**src/rtl/seq_muldiv_32_if.sv**
```systemverilog
// Request/result bundle for the sequential MUL/DIV unit.
// The master side issues start/op/a/b; the slave side returns status and results.
interface seq_muldiv_32_if #(
  parameter int WIDTH = 32
);
  logic             start;
  logic             op;
  logic [WIDTH-1:0] a;
  logic [WIDTH-1:0] b;
  logic             busy;
  logic             done;
  logic [WIDTH-1:0] result_lo;
  logic [WIDTH-1:0] result_hi;
  logic             div_by_zero;

  modport master (
    output start, op, a, b,
    input  busy, done, result_lo, result_hi, div_by_zero
  );

  modport slave (
    input  start, op, a, b,
    output busy, done, result_lo, result_hi, div_by_zero
  );
endinterface

```
**src/rtl/seq_muldiv_32.sv**
```systemverilog
// Unsigned 32-bit multiply (radix-2 shift-add) / divide (radix-2 restoring),
// one iteration per clock through a single shared add/sub datapath.
module seq_muldiv_32 #(
  parameter int WIDTH = 32,
  parameter int CNT_W = 6
) (
  input  logic            clk,
  input  logic            rst_n,
  seq_muldiv_32_if.slave  bus
);

  typedef enum logic [1:0] {
    ST_IDLE = 2'd0,
    ST_RUN  = 2'd1,
    ST_DONE = 2'd2
  } state_t;

  localparam logic [CNT_W-1:0] LAST_ITER = CNT_W'(WIDTH - 1);

  state_t           r_state;
  logic [CNT_W-1:0] r_cnt;
  logic [WIDTH-1:0] r_p_hi;
  logic [WIDTH-1:0] r_p_lo;
  logic [WIDTH-1:0] r_b;
  logic             r_op;
  logic             r_dbz;
  logic             r_busy;
  logic             r_done;

  logic [WIDTH-1:0] w_rem_shift;
  logic [WIDTH-1:0] w_add_a;
  logic [WIDTH-1:0] w_add_b;
  logic [WIDTH:0]   w_sum;
  logic [WIDTH-1:0] w_p_hi_nxt;
  logic [WIDTH-1:0] w_p_lo_nxt;

  // Shared add/sub: b_inv = r_op, so divide computes R' - B_r and carry-out 1 means no borrow.
  assign w_rem_shift = {r_p_hi[WIDTH-2:0], r_p_lo[WIDTH-1]};
  assign w_add_a     = r_op ? w_rem_shift : r_p_hi;
  assign w_add_b     = r_op ? ~r_b : r_b;
  assign w_sum       = {1'b0, w_add_a} + {1'b0, w_add_b} + {{WIDTH{1'b0}}, r_op};

  always_comb begin
    // NOTE: defaults first so every path assigns both outputs and no latch is inferred.
    w_p_hi_nxt = r_p_hi;
    w_p_lo_nxt = r_p_lo;
    if (!r_op) begin
      if (r_p_lo[0]) {w_p_hi_nxt, w_p_lo_nxt} = {w_sum, r_p_lo[WIDTH-1:1]};
      else           {w_p_hi_nxt, w_p_lo_nxt} = {1'b0, r_p_hi, r_p_lo[WIDTH-1:1]};
    end else if (r_p_hi[WIDTH-1] || w_sum[WIDTH]) begin
      // Bit shifted out of P_hi makes the partial remainder 33 bits wide, so it always fits.
      w_p_hi_nxt = w_sum[WIDTH-1:0];
      w_p_lo_nxt = {r_p_lo[WIDTH-2:0], 1'b1};
    end else begin
      w_p_hi_nxt = w_rem_shift;
      w_p_lo_nxt = {r_p_lo[WIDTH-2:0], 1'b0};
    end
  end

  // NOTE: state and datapath registers use non-blocking assignments so every register samples pre-edge values.
  always_ff @(posedge clk or negedge rst_n) begin
    if (!rst_n) begin
      r_state <= ST_IDLE;
      r_cnt   <= '0;
      r_p_hi  <= '0;
      r_p_lo  <= '0;
      r_b     <= '0;
      r_op    <= 1'b0;
      r_dbz   <= 1'b0;
      r_busy  <= 1'b0;
      r_done  <= 1'b0;
    end else begin
      case (r_state)
        ST_IDLE, ST_DONE: begin
          r_done <= 1'b0;
          if (r_state == ST_DONE) r_state <= ST_IDLE;
          if (bus.start) begin
            r_b   <= bus.b;
            r_op  <= bus.op;
            r_cnt <= '0;
            if (bus.op && (bus.b == '0)) begin
              r_p_hi  <= bus.a;
              r_p_lo  <= '1;
              r_dbz   <= 1'b1;
              r_state <= ST_DONE;
              r_done  <= 1'b1;
            end else begin
              r_p_hi  <= '0;
              r_p_lo  <= bus.a;
              r_dbz   <= 1'b0;
              r_state <= ST_RUN;
              r_busy  <= 1'b1;
            end
          end
        end
        ST_RUN: begin
          r_p_hi <= w_p_hi_nxt;
          r_p_lo <= w_p_lo_nxt;
          r_cnt  <= r_cnt + 1'b1;
          if (r_cnt == LAST_ITER) begin
            r_state <= ST_DONE;
            r_busy  <= 1'b0;
            r_done  <= 1'b1;
          end
        end
        default: begin
          r_state <= ST_IDLE;
          r_busy  <= 1'b0;
          r_done  <= 1'b0;
        end
      endcase
    end
  end

  assign bus.busy        = r_busy;
  assign bus.done        = r_done;
  assign bus.result_lo   = r_p_lo;
  assign bus.result_hi   = r_p_hi;
  assign bus.div_by_zero = r_dbz;

endmodule

```
**src/flat_wrapper.sv**
```systemverilog
// flat-port wrapper written by rule: the top's interface ports become plain ports
module seq_muldiv_32_flat 
#(
  parameter int WIDTH = 32,
  parameter int CNT_W = 6
)
  (clk, rst_n, bus_start, bus_op, bus_a, bus_b, bus_busy, bus_done, bus_result_lo, bus_result_hi, bus_div_by_zero);
  seq_muldiv_32_if #(.WIDTH(WIDTH)) bus_i ();
  input  logic clk;
  input  logic rst_n;
  input wire logic [$bits(bus_i.start)-1:0] bus_start;
  input wire logic [$bits(bus_i.op)-1:0] bus_op;
  input wire logic [$bits(bus_i.a)-1:0] bus_a;
  input wire logic [$bits(bus_i.b)-1:0] bus_b;
  output wire logic [$bits(bus_i.busy)-1:0] bus_busy;
  output wire logic [$bits(bus_i.done)-1:0] bus_done;
  output wire logic [$bits(bus_i.result_lo)-1:0] bus_result_lo;
  output wire logic [$bits(bus_i.result_hi)-1:0] bus_result_hi;
  output wire logic [$bits(bus_i.div_by_zero)-1:0] bus_div_by_zero;
  assign bus_i.start = bus_start;
  assign bus_i.op = bus_op;
  assign bus_i.a = bus_a;
  assign bus_i.b = bus_b;
  assign bus_busy = bus_i.busy;
  assign bus_done = bus_i.done;
  assign bus_result_lo = bus_i.result_lo;
  assign bus_result_hi = bus_i.result_hi;
  assign bus_div_by_zero = bus_i.div_by_zero;
  seq_muldiv_32 #(.WIDTH(WIDTH), .CNT_W(CNT_W)) u_core (.clk(clk), .rst_n(rst_n), .bus(bus_i));
endmodule
```
**config.mk**
```make
export PLATFORM = sky130hd
export DESIGN_NAME = seq_muldiv_32_flat
export DESIGN_NICKNAME = d
export VERILOG_FILES = /design/src/rtl/seq_muldiv_32_if.sv /design/src/rtl/seq_muldiv_32.sv /design/src/flat_wrapper.sv
export SDC_FILE = /design/constraint.sdc
export NUM_CORES = 1
export LEC_CHECK = 0
export ABC_AREA = 1
export BUFFER_PORTS_ARGS = -buffer_cell sky130_fd_sc_hd__buf_2
export CAP_MARGIN = 15
export CORE_UTILIZATION = 40
export CTS_CLUSTER_DIAMETER = 200
export CTS_CLUSTER_SIZE = 28
export DETAILED_ROUTE_END_ITERATION = 16
export PLACE_DENSITY_LB_ADDON = 0.1
export SLEW_MARGIN = 20
export SYNTH_ARGS = -nofsm -noshare
export SYNTH_HDL_FRONTEND = slang
export SYNTH_SLANG_ARGS = --single-unit
```
**constraint.sdc**
```tcl
create_clock -name clk -period 3.2 [get_ports clk]
set_input_delay 0.48 -clock clk [delete_from_list [all_inputs] [get_ports clk]]
set_output_delay 0.48 -clock clk [all_outputs]
set_load 0.02 [all_outputs]
```
# Word-level counts from Yosys, hierarchy flattened
# Cells that the tools add are included.
# totals
ff_bits,108
input_bits,68
out_inout_bits,67
elab_cells,59
# op_classes
add_sub_neg,3
eq_ne,7
mux,29
bitwise_logic,1
n_reduce_logical,10
# op_table
op,n
32-bit two-way mux,11
32-bit one-hot mux with 2 select lines,2
32-bit by 32-bit adder with 33-bit output,1
33-bit by 1-bit adder with 33-bit output,1
32-bit zero test,1
32-bit inverter,1
6-bit one-hot mux with 2 select lines,1
2-bit two-way mux,4
1-bit two-way mux,7
6-bit by 1-bit adder with 6-bit output (second input constant),1
6-bit by 5-bit == test with 1-bit output (second input constant),1
6-bit two-way mux,1
2-bit AND reduction,3
2-bit inequality test (second input constant),2
1-bit one-hot mux with 2 select lines,2
2-bit one-hot mux with 2 select lines,1
3-bit by 2-bit inequality test with 1-bit output (second input constant),1
3-bit AND reduction,1
2-bit by 1-bit == test with 1-bit output (second input constant),1
2-bit == test (second input constant),1
2-bit zero test,1
2-bit by 1-bit inequality test with 1-bit output (second input constant),1
2-bit nonzero test,1
2-bit OR reduction,1
2 further kinds,2

# Depth between registers and ports, before layout
# logic_depth
word_depth,8
mapped_depth,21
mapped_depth_nobuf,21

# Least setup slack after synthesis
# Ideal clock, no wire load.
# synth_timing
kind,reg2reg
from,reg u_core.r_op
to,reg u_core.r_p_hi[11] (netlist: u_core.bus.result_hi[11])
setup_time_ps,117
t_arrival_ps,2914
required_ps,3083
setup_slack_ps,170
path_stages_with_launch,20
n_path_buf,5
synth_period_minus_slack_ps,3030
cell_sequence,dfrtp_1 clkbuf_1 clkbuf_1 buf_2 xor2_1 ha_1 nand2_2 inv_1 nand2_1 nand2_1 a21oi_1 nand2_4 nand2_4 nand3_4 buf_6 buf_6 o211ai_2 nand2_1 nand2_1 nand2_1
# synth_via
elab_chain_cells,7
word_cells_on_any_way,9
classes_between,add/sub (2); mux (6); reduce/logical (1)
# synth_lines
element,line_no,text
from (decl),seq_muldiv_32.sv:25,logic r_op;
from (signal assigned),seq_muldiv_32.sv:79,r_op <= bus.op;
32-bit two-way mux (on tied branches),"seq_muldiv_32.sv:39, seq_muldiv_32.sv:40",
32-bit by 32-bit adder with 33-bit output,seq_muldiv_32.sv:41,"assign w_sum = {1'b0, w_add_a} + {1'b0, w_add_b} + {{WIDTH{1'b0}}, r_op};"
33-bit by 1-bit adder with 33-bit output,seq_muldiv_32.sv:41,
1-bit logical OR,seq_muldiv_32.sv:50,end else if (r_p_hi[WIDTH-1] || w_sum[WIDTH]) begin
32-bit two-way mux,seq_muldiv_32.sv:50,
32-bit two-way mux (*),seq_muldiv_32.sv:47,if (!r_op) begin
32-bit one-hot mux with 2 select lines (*),seq_muldiv_32.sv:73,case (r_state)
to (signal assigned),seq_muldiv_32.sv:82,r_p_hi <= bus.a;
to (signal assigned),seq_muldiv_32.sv:97,r_p_hi <= w_p_hi_nxt;
to (decl),seq_muldiv_32.sv:22,logic [WIDTH-1:0] r_p_hi;
# Mark *: on every way between the ends. The rest lies on a longest branch, timed or not.
# A chain may end at the register's enable or synchronous reset.

# Worst setup path in the final report
# layout_timing
from,reg u_core.r_op
to,reg u_core.r_p_hi[0] (netlist: u_core.bus.result_hi[0])
# Same word-level chain as after synthesis.

==> impl_summary.md <==
Synth
The number of unique standard cell types used by synthesis is 45. The share of the yosys chip area belonging to registers is between 20 and 30%. In this run the cell area of the synthesized design comes to 0.00909 mm².

Among all cell types in the netlist, the one instantiated most often is sky130_fd_sc_hd__nand2_1. The cell taking the most area after synthesis is sky130_fd_sc_hd__dfrtp_1. The net count after synthesis is approximately 1500. The prevailing post-synth register cell is sky130_fd_sc_hd__dfrtp_1. In the synthesized netlist, the number of instances is approximately 1400.

The share of synthesized area in the top cell type comes to between 20 and 30%. The synthesis warning total is 0. The synthesized design contains 0 enable-type register cells. Ranked by total cell area, the synthesized netlist is headed by sky130_fd_sc_hd__dfrtp_1, sky130_fd_sc_hd__nand2_1, sky130_fd_sc_hd__inv_1, sky130_fd_sc_hd__a21oi_1, sky130_fd_sc_hd__o21ai_0. Of all flip-flops after synthesis, the portion carrying an async set or reset was 100%. The synthesized area per cell is approximately 6.4 µm². The synthesized design contains 108 register bits.

Sorting the synthesized cells by how often they occur yields sky130_fd_sc_hd__nand2_1, sky130_fd_sc_hd__inv_1, sky130_fd_sc_hd__dfrtp_1, sky130_fd_sc_hd__a21oi_1, sky130_fd_sc_hd__o21ai_0.

Timing
The final hold violation count is 0. The highest attainable clock frequency is roughly 330 MHz. At the pin with the least slew margin, the transition time is around 900 ps.

The smallest clock period supported by the final layout is computed as 3060 ps. The part of the cycle the worst path needs is 95.6%. Across the routed clock network, the largest skew measured is between 10 and 15 ps. Setup violations remaining at the end of the flow were counted as 0. The final-layout worst hold slack is 229 ps. Headroom to the max-slew limit came out at ~40%. The max-slew violation count was 0. Setup repair after global routing could not meet its margin everywhere.

Clock tree
The clock tree from TritonCTS is yes. The clock reaches the later pin of the worst-skew pair after 370 ps. The clock net sink count is between 100 and 150.

The number of buffers added by the clock tree synthesis step is 9. CTS built an H-tree with a depth of 3. The clock transition at the register clock pins on the worst setup and hold paths after CTS is roughly 90 ps. After clock tree synthesis, the flow added hold-fix buffers numbering 0. The CTS root buffer is sky130_fd_sc_hd__clkbuf_16. The clock passes through at most 2 buffers.

Worst setup path
The critical path endpoint category is a register. STA puts the critical path data required time at 3450 ps. The top fanout value on the critical path is 30.

The critical path start-end classification is reg -> reg. The arrival time at the worst endpoint is approximately 3300 ps. The worst setup path is launched from a register.

Floorplanning
The horizontal extent of the die is about 150 µm. The standard-cell row count is 54. During I/O placement, the number of pins put on the boundary was 135. The core region is 0.0220 mm².

The starting utilization of the core area is 41.3%. The height of the die is 153 µm. The overall die area is 0.0233 mm².

Global routing
The first global-routing pass estimated 50000 µm of wire. The largest net degree at the start of global routing is 64. Global routing consumed, over all layers together, 27.3% of the routing resources. The initial antenna violation count came to 0.

The number of global-route vias before repair came to 9201. Summed over all layers, the global routing overflow is 0.

Final layout
The final cell count without fillers is around 1800. The repair_antennas step left the layout with diodes totalling 0. Fill cells in the final layout number approximately 2400. The total non-filler cell area in the finished layout is 0.0108 mm². Compared with the post-synthesis result, the final layout area differs by 18.5%. For this run, the post-layout net count is 1665. Of the cells placed in the final design, the portion with a size suffix greater than 1 is 16.5%.

Drt
For this block, the routed nets add up to 32100 µm of wire. Dividing the detail-routed wire length by the instance count gives between 15 and 20 µm. The detailed router placed 9843 vias in this run. The count of TritonRoute iterations in the first routing pass is 13. The DRC violations left is 3. Dividing the detail-routed via count by the number of cells gives 5.32. The detailed router's first-iteration violation count is 785. The antenna violation net count after detailed routing is 0.

Placement
Routability-driven placement finished with a final weighted congestion of 0.988. Detailed placement ended at an HPWL of 23800 µm. In this run, placement finished with an instance count of 1827. During placement, the flow inserted port buffers numbering 134. The area after detailed placement is 0.0103 mm².

Outcome
The final reports fail on design-rule violations. The run finished, with violations left.

Job
Across the run, the number of max-cap violations was 0.

Min path
The tightest min-delay check is of the in -> async type.
## layout by cell type (no fill, tap or decap), drive strengths merged, types with 17 or more instances in the layout
master	synthesis	routed
nand2	514	514
buf	23	187
inv	171	174
a21oi	112	112
dfrtp	108	108
o21ai	105	105
nor2	91	91
nand3	65	65
xor2	40	40
ha	32	32
o22ai	21	21
a221oi	18	18
o21bai	17	17
## flip-flops by register name (all words and copies together), names as in the netlist
name and flops:
u_core.bus.result_hi 32, u_core.bus.result_lo 32, u_core.r_b 32, u_core.r_cnt 6
u_core.r_state 2, u_core.bus.busy 1, u_core.bus.div_by_zero 1, u_core.bus.done 1
u_core.r_op 1
## per-layer routing
| layer | part of all wire (%) | track usage, % | vias to the layer above | wire (µm) |
|---|---|---|---|---|
| met5 | 0 | 0 | - | 0 |
| met1 | 49 | 40.8 | 4593 | 15800 |
| li1 | - | - | 4879 | - |
| met3 | 6.1 | 3.24 | 33 | 1940 |
| met4 | 1.6 | 6.01 | 0 | 501 |
| met2 | 43 | 41.8 | 338 | 13800 |
## critical path: stages, from the launching register on
cell	delay, ps
sky130_fd_sc_hd__dfrtp_4	590
sky130_fd_sc_hd__buf_16	210
sky130_fd_sc_hd__o21ai_1	260
sky130_fd_sc_hd__ha_1	350
sky130_fd_sc_hd__nand2_1	140
sky130_fd_sc_hd__inv_1	50
sky130_fd_sc_hd__a21oi_1	200
sky130_fd_sc_hd__nand2_1	160
sky130_fd_sc_hd__a21oi_4	190
sky130_fd_sc_hd__nand3_4	160
sky130_fd_sc_hd__buf_12	200
sky130_fd_sc_hd__nand2_1	60
sky130_fd_sc_hd__o21ai_0	70
sky130_fd_sc_hd__nand2_1	60
sky130_fd_sc_hd__nand3_1	60
sky130_fd_sc_hd__nand2_1	80
sky130_fd_sc_hd__o21ai_0	70
## final cells by class
class	count	area [µm²]	area share [%]
Multi-Input combinational cell	1083	5530	51.3
Sequential cell	108	2710	25.1
Timing Repair Buffer	190	1230	11.4
Inverter	172	658	6.11
Tap cell	280	350	3.25
Clock buffer	10	239	2.22
Clock inverter	6	62.6	0.581
## stage by stage
stage          worst slack, ps  util (%)  setup TNS [ps]
6_report                   140      48.9               0
5_1_grt                  -13.8      48.9           -34.5
4_1_cts                   30.8      47.9               0
3_5_place_dp              44.6      46.5               0
3_3_place_gp              85.5      46.5               0
2_1_floorplan              170         -               0
## cells by family (layout without fill, tap and decap cells)
| family | Yosys count | after routing | synth area share (%) |
|---|---|---|---|
| adder cells (fa/ha/maj) | 33 | 33 | 4.62 |
| XOR/XNOR | 47 | 47 | 4.53 |
| AND/OR/NAND/NOR | 707 | 707 | 31.6 |
| buffers and inverters | 240 | 378 | 10.5 |
| flip-flops | 108 | 108 | 29.7 |
| AO/OA/AOI/OAI | 296 | 296 | 19.0 |
## what timing repair did
action,CTS,global route
resized for setup,0,36
setup buffers,0,3
endpoints found under the hold margin,0,0
setup endpoints to repair,0,31
## final timing paths
| path | to | slack (ps) | startpoint | cells after the start |
|---|---|---|---|---|
| min in group clk | u_core.r_b[2] | 320 | bus_b[2] | 3 |
| worst max-delay path | u_core.bus.result_hi[0] | 140 | u_core.r_op | 16 |
| worst min-delay path | u_core.r_b[1] | 230 | rst_n | 1 |
| worst max register to register | u_core.bus.result_hi[0] | 140 | u_core.r_op | 16 |
| worst min register to register | u_core.r_b[29] | 500 | u_core.r_b[29] | 2 |
| max in group asynchronous | u_core.r_state[1] | 2230 | rst_n | 2 |
Power is not shown: default switching activity piles up to over one toggle a cycle in this logic, so the estimate is an artifact.
